### config.mk
export PLATFORM = sky130hd
export DESIGN_NAME = boolean_eval
export DESIGN_NICKNAME = d
export VERILOG_FILES = /design/src/rtl/boolean_pkg.sv /design/src/rtl/boolean_lut_cell.sv /design/src/rtl/boolean_eval.sv
export SDC_FILE = /design/constraint.sdc
export NUM_CORES = 1
export LEC_CHECK = 0
export BUFFER_PORTS_ARGS = -buffer_cell sky130_fd_sc_hd__buf_4
export CORE_AREA = 2 2 39 41
export CTS_BUF_LIST = sky130_fd_sc_hd__clkbuf_4 sky130_fd_sc_hd__clkbuf_8 sky130_fd_sc_hd__clkbuf_16
export CTS_CLUSTER_SIZE = 8
export DETAILED_ROUTE_END_ITERATION = 6
export DIE_AREA = 0 0 41 43
export GPL_TIMING_DRIVEN = 0
export PLACE_DENSITY = 0.55
export SLEW_MARGIN = 20
export SYNTH_ARGS = -nofsm -noshare
export SYNTH_HDL_FRONTEND = slang
export SYNTH_SLANG_ARGS = --single-unit
### constraint.sdc
create_clock -name clk -period 1.99 [get_ports clk]
set_clock_uncertainty 0.1 [all_clocks]
set_input_delay 0 -clock clk [delete_from_list [all_inputs] [get_ports clk]]
set_output_delay 0 -clock clk [all_outputs]
set_load 0.01 [all_outputs]
### src/rtl/boolean_pkg.sv
// Shared types and named truth tables for the three-input Boolean function unit.
package boolean_pkg;

    typedef logic [7:0] lut_t;
    typedef logic [2:0] idx_t;

    // Table bit i holds F for index {a,b,c} == i.
    localparam lut_t LUT_MUX  = 8'hCA;  // a·b + a'·c
    localparam lut_t LUT_AND3 = 8'h80;
    localparam lut_t LUT_OR3  = 8'hFE;
    localparam lut_t LUT_XOR3 = 8'h96;

    // Forms the table index with a as the most significant bit.
    function automatic idx_t make_idx(input logic a_v, input logic b_v, input logic c_v);
        return {a_v, b_v, c_v};
    endfunction

endpackage

### src/rtl/boolean_lut_cell.sv
// Purely combinational 8:1 select of a truth table by a 3-bit index.
module boolean_lut_cell
    import boolean_pkg::*;
(
    input  lut_t lut_i,
    input  idx_t idx_i,
    output logic f_o
);

    // Select the table bit addressed by the index.
    always_comb begin
        f_o = 1'b0;
        case (idx_i)
            3'd0:    f_o = lut_i[0];
            3'd1:    f_o = lut_i[1];
            3'd2:    f_o = lut_i[2];
            3'd3:    f_o = lut_i[3];
            3'd4:    f_o = lut_i[4];
            3'd5:    f_o = lut_i[5];
            3'd6:    f_o = lut_i[6];
            3'd7:    f_o = lut_i[7];
            default: f_o = 1'b0;
        endcase
    end

endmodule

### src/rtl/boolean_eval.sv
// Reprogrammable three-input Boolean function: combinational F plus a
// registered copy f_q. The truth table resets to DEFAULT_LUT.
module boolean_eval
    import boolean_pkg::*;
#(
    parameter lut_t DEFAULT_LUT = LUT_MUX
) (
    input  logic       clk,
    input  logic       rst_n,
    input  logic       a,
    input  logic       b,
    input  logic       c,
    input  logic       lut_we,
    input  logic [7:0] lut_wdata,
    output logic       F,
    output logic       f_q,
    output logic [7:0] lut_rdata
);

    lut_t lut_q;
    lut_t lut_d;
    idx_t idx_s;
    logic f_s;

    assign idx_s = make_idx(a, b, c);

    boolean_lut_cell u_cell (
        .lut_i (lut_q),
        .idx_i (idx_s),
        .f_o   (f_s)
    );

    assign F         = f_s;
    assign lut_rdata = lut_q;

    // Next table: take the write data when enabled, otherwise hold.
    always_comb begin
        lut_d = lut_q;
        if (lut_we) begin
            lut_d = lut_wdata;
        end else begin
            lut_d = lut_q;
        end
    end

    // Table and registered result; reset wins over a same-edge write, and
    // f_q samples F computed from the table as it was before this edge.
    always_ff @(posedge clk) begin
        if (!rst_n) begin
            lut_q <= DEFAULT_LUT;
            f_q   <= 1'b0;
        end else begin
            lut_q <= lut_d;
            f_q   <= f_s;
        end
    end

endmodule

==> results.py <==
metrics = {
    "global_routing": {
        "grt_max_degree": 9,
        "antenna_found_initial": 0,
        "grt_pass1_wl_um": 1360,
        "grt_pass1_vias": 332,
        "grt_overflow": 0,
        "grt_util_all_layers_pct": 12.1,
    },
    "pwr": {
        "combPwrFrac_pct": 22.1,
        "p_int_mw": 0.346,
        "netSwitchingFraction_pct": 23.1,
        "powerDensity_nw_per_um2": 657,
        "pwr-share-clk_pct": 33.5,
        "p_sw_mw": 0.104,
        "pwr-share-seq_pct": 44.4,
        "power.leakage_nw": 0.346,
        "finalPower_mw": 0.449,
        "peakVddDrop_uv": 311,
    },
    "detailed_routing": {
        "dr.pass1.iters": 2,
        "routedWlPerCell_um": 10.2,
        "wirelength_um": 880,
        "ant_nets": 0,
        "vias_per_cell": 4.23,
        "drt_iter0_drc": 5,
        "vias": 364,
        "drc_errors": 0,
    },
    "worst_setup_path": {
        "ff2ff_setup_slack_ns": 0.72,
        "crit_required_ns": 1.89,
        "critical_path.reg2reg.startpoint": "lut_rdata[6]",
        "rr_worst_depth": 3,
        "start_kind": "register",
        "worst_setup_path_end_kind": "output port",
        "cp_max_fo": 3,
        "arrival_ns": 1.37,
        "r2r_end": "lut_rdata[6]",
        "crit_type": "reg -> out",
    },
    "cts": {
        "htreeDepth": 1,
        "clock_sinks": 9,
        "post_cts_buffers": 0,
        "cts_tree": "done",
        "cts-root-buf": "clkbuf_4",
        "clockBufferDepth": 2,
        "insertion_delay_ns": 0.25,
        "path_clk_slew_ns": 0.06,
        "cts_resized": 0,
        "cts_inserted_buffers": 3,
    },
    "timing": {
        "fin_ws_ns": 0.515,
        "setup_viol": 0,
        "rsz0062_at_grt": "no",
        "tightest_slew_ns": 0.253,
        "fmax_ghz": 0.678,
        "relSlewSlack_pct": 83.1,
        "setup_tns_ns": 0,
        "finalCritPeriodShare_pct": 74.1,
        "finalHoldViolCount": 0,
        "drv_slew": 0,
        "period_needed_ns": 1.47,
    },
    "worst_hold_path": {
        "hp-class": "in -> reg",
        "min_to": "f_q",
        "min_from": "c",
        "hold-path-cell-count": 3,
    },
    "layout": {
        "final_area_um2": 684,
        "fin_nets": 85,
        "areaGrowthSynthToFinish_pct": 81.7,
        "num_antenna_cells": 0,
        "drive_gt1_share_pct": 41.4,
        "final_cell_mix": "buf_4 (21), mux2i_1 (12), dlygate4sd3_1 (10), dfxtp_1 (9)",
        "mostFrequentLayoutCell": "buf_4",
        "fin_util_pct": 49.5,
    },
    "place": {
        "hpwl_um": 644,
        "dp_slack_ns": 0.781,
        "place_congestion": 0.609,
        "postPlaceCellArea_um2": 554,
        "io_buffers": 21,
    },
    "floorplanning": {
        "ios": 24,
        "rows": 14,
        "die-area_um2": 1760,
        "initial_core_util_pct": 27.2,
        "core_area_um2": 1380,
        "die_x_um": 41,
        "die_h_um": 43,
    },
    "status": {
        "status": "finished, final reports clean",
    },
    "logic_synthesis": {
        "avgSynthCellArea_um2": 10.8,
        "synthCells": 35,
        "synth_nets": 49,
        "ys_ff_latch": 9,
        "synth-seq-area-share_pct": 47.8,
        "netlist_area_um2": 377,
        "yosys_warnings": 0,
        "synth_cell_types": 9,
    },
    "flow_run": {
        "maxCapViolations": 0,
    },
}
==> synth_stat cells <==
| cell type | number | area (um^2) |
|---|---|---|
| inv_1 | 2 | 7.51 |
| nor2_1 | 4 | 15.0 |
| buf_2 | 1 | 5.00 |
| dfxtp_1 | 9 | 180 |
| nor2_2 | 1 | 6.26 |
| clkbuf_2 | 1 | 5.00 |
| mux4_2 | 1 | 22.5 |
| nand2_1 | 4 | 15.0 |
| mux2i_1 | 12 | 120 |
==> sequential cells by signal (all words and copies together), names as in the netlist <==
signal and cells:
lut_rdata 8, f_q 1
==> power groups by stage <==
stage                     clock, mW  sequential (mW)  combinational (mW)
after detailed placement          0            0.204              0.0848
after global routing          0.168            0.201               0.109
after CTS                     0.158            0.200               0.101
after global placement            0            0.204              0.0841
final                         0.151            0.200              0.0994
after floorplan                   0            0.208              0.0349
==> metal layers <==
layer | vias to the layer above | routed length, um | global-route usage (%)
met5 | - | 0 | 0
met4 | 0 | 7 | 10.0
met3 | 2 | 74 | 3.14
met2 | 15 | 411 | 16.6
met1 | 157 | 386 | 14.9
li1 | 190 | - | -
==> final cells by class <==
class | count | area (um^2)
Fill cell | 134 | 699
Tap cell | 16 | 20.0
Clock buffer | 4 | 30.0
Sequential cell | 9 | 180
Multi-Input combinational cell | 22 | 179
Buffer | 2 | 10.0
Timing Repair Buffer | 31 | 258
Inverter | 2 | 7.51
==> worst max path at each step <==
stage                      start  end  slack (ns)  cells after the start
floorplan           lut_rdata[7]  f_q        0.82                      3
global route        lut_rdata[7]    F        0.44                      4
detailed placement  lut_rdata[7]    F        0.78                      4
global placement    lut_rdata[7]    F        0.80                      4
CTS                 lut_rdata[7]    F        0.51                      4
finish              lut_rdata[7]    F        0.52                      4
==> critical path, stage by stage (launching register included) <==
cell	delay, ns
dfxtp_1	0.37
mux2i_1	0.09
mux4_2	0.49
inv_1	0.07
buf_4	0.11
==> timing repair <==
action / CTS / global route
setup endpoints to repair: 0 / 0
hold endpoints to repair: 9 / 0
hold buffers: 10 / 0
==> stage by stage <==
step / instances / hold WS [ns]
after floorplan: 35 / -0.0381
after global placement: 72 / 0.110
after detailed placement: 72 / 0.110
after CTS: 86 / 0.0290
after global routing: 86 / 0.0492
final: 86 / 0.0364
==> cells by family (layout without fill, tap and decap cells) <==
family / Yosys count / in the layout / share of synthesized area (%)
buffers and inverters: 4 / 39 / 4.65
flip-flops: 9 / 9 / 47.8
multiplexers: 13 / 13 / 37.9
AND/OR/NAND/NOR: 9 / 9 / 9.63
(Power assumes the default switching activity.)
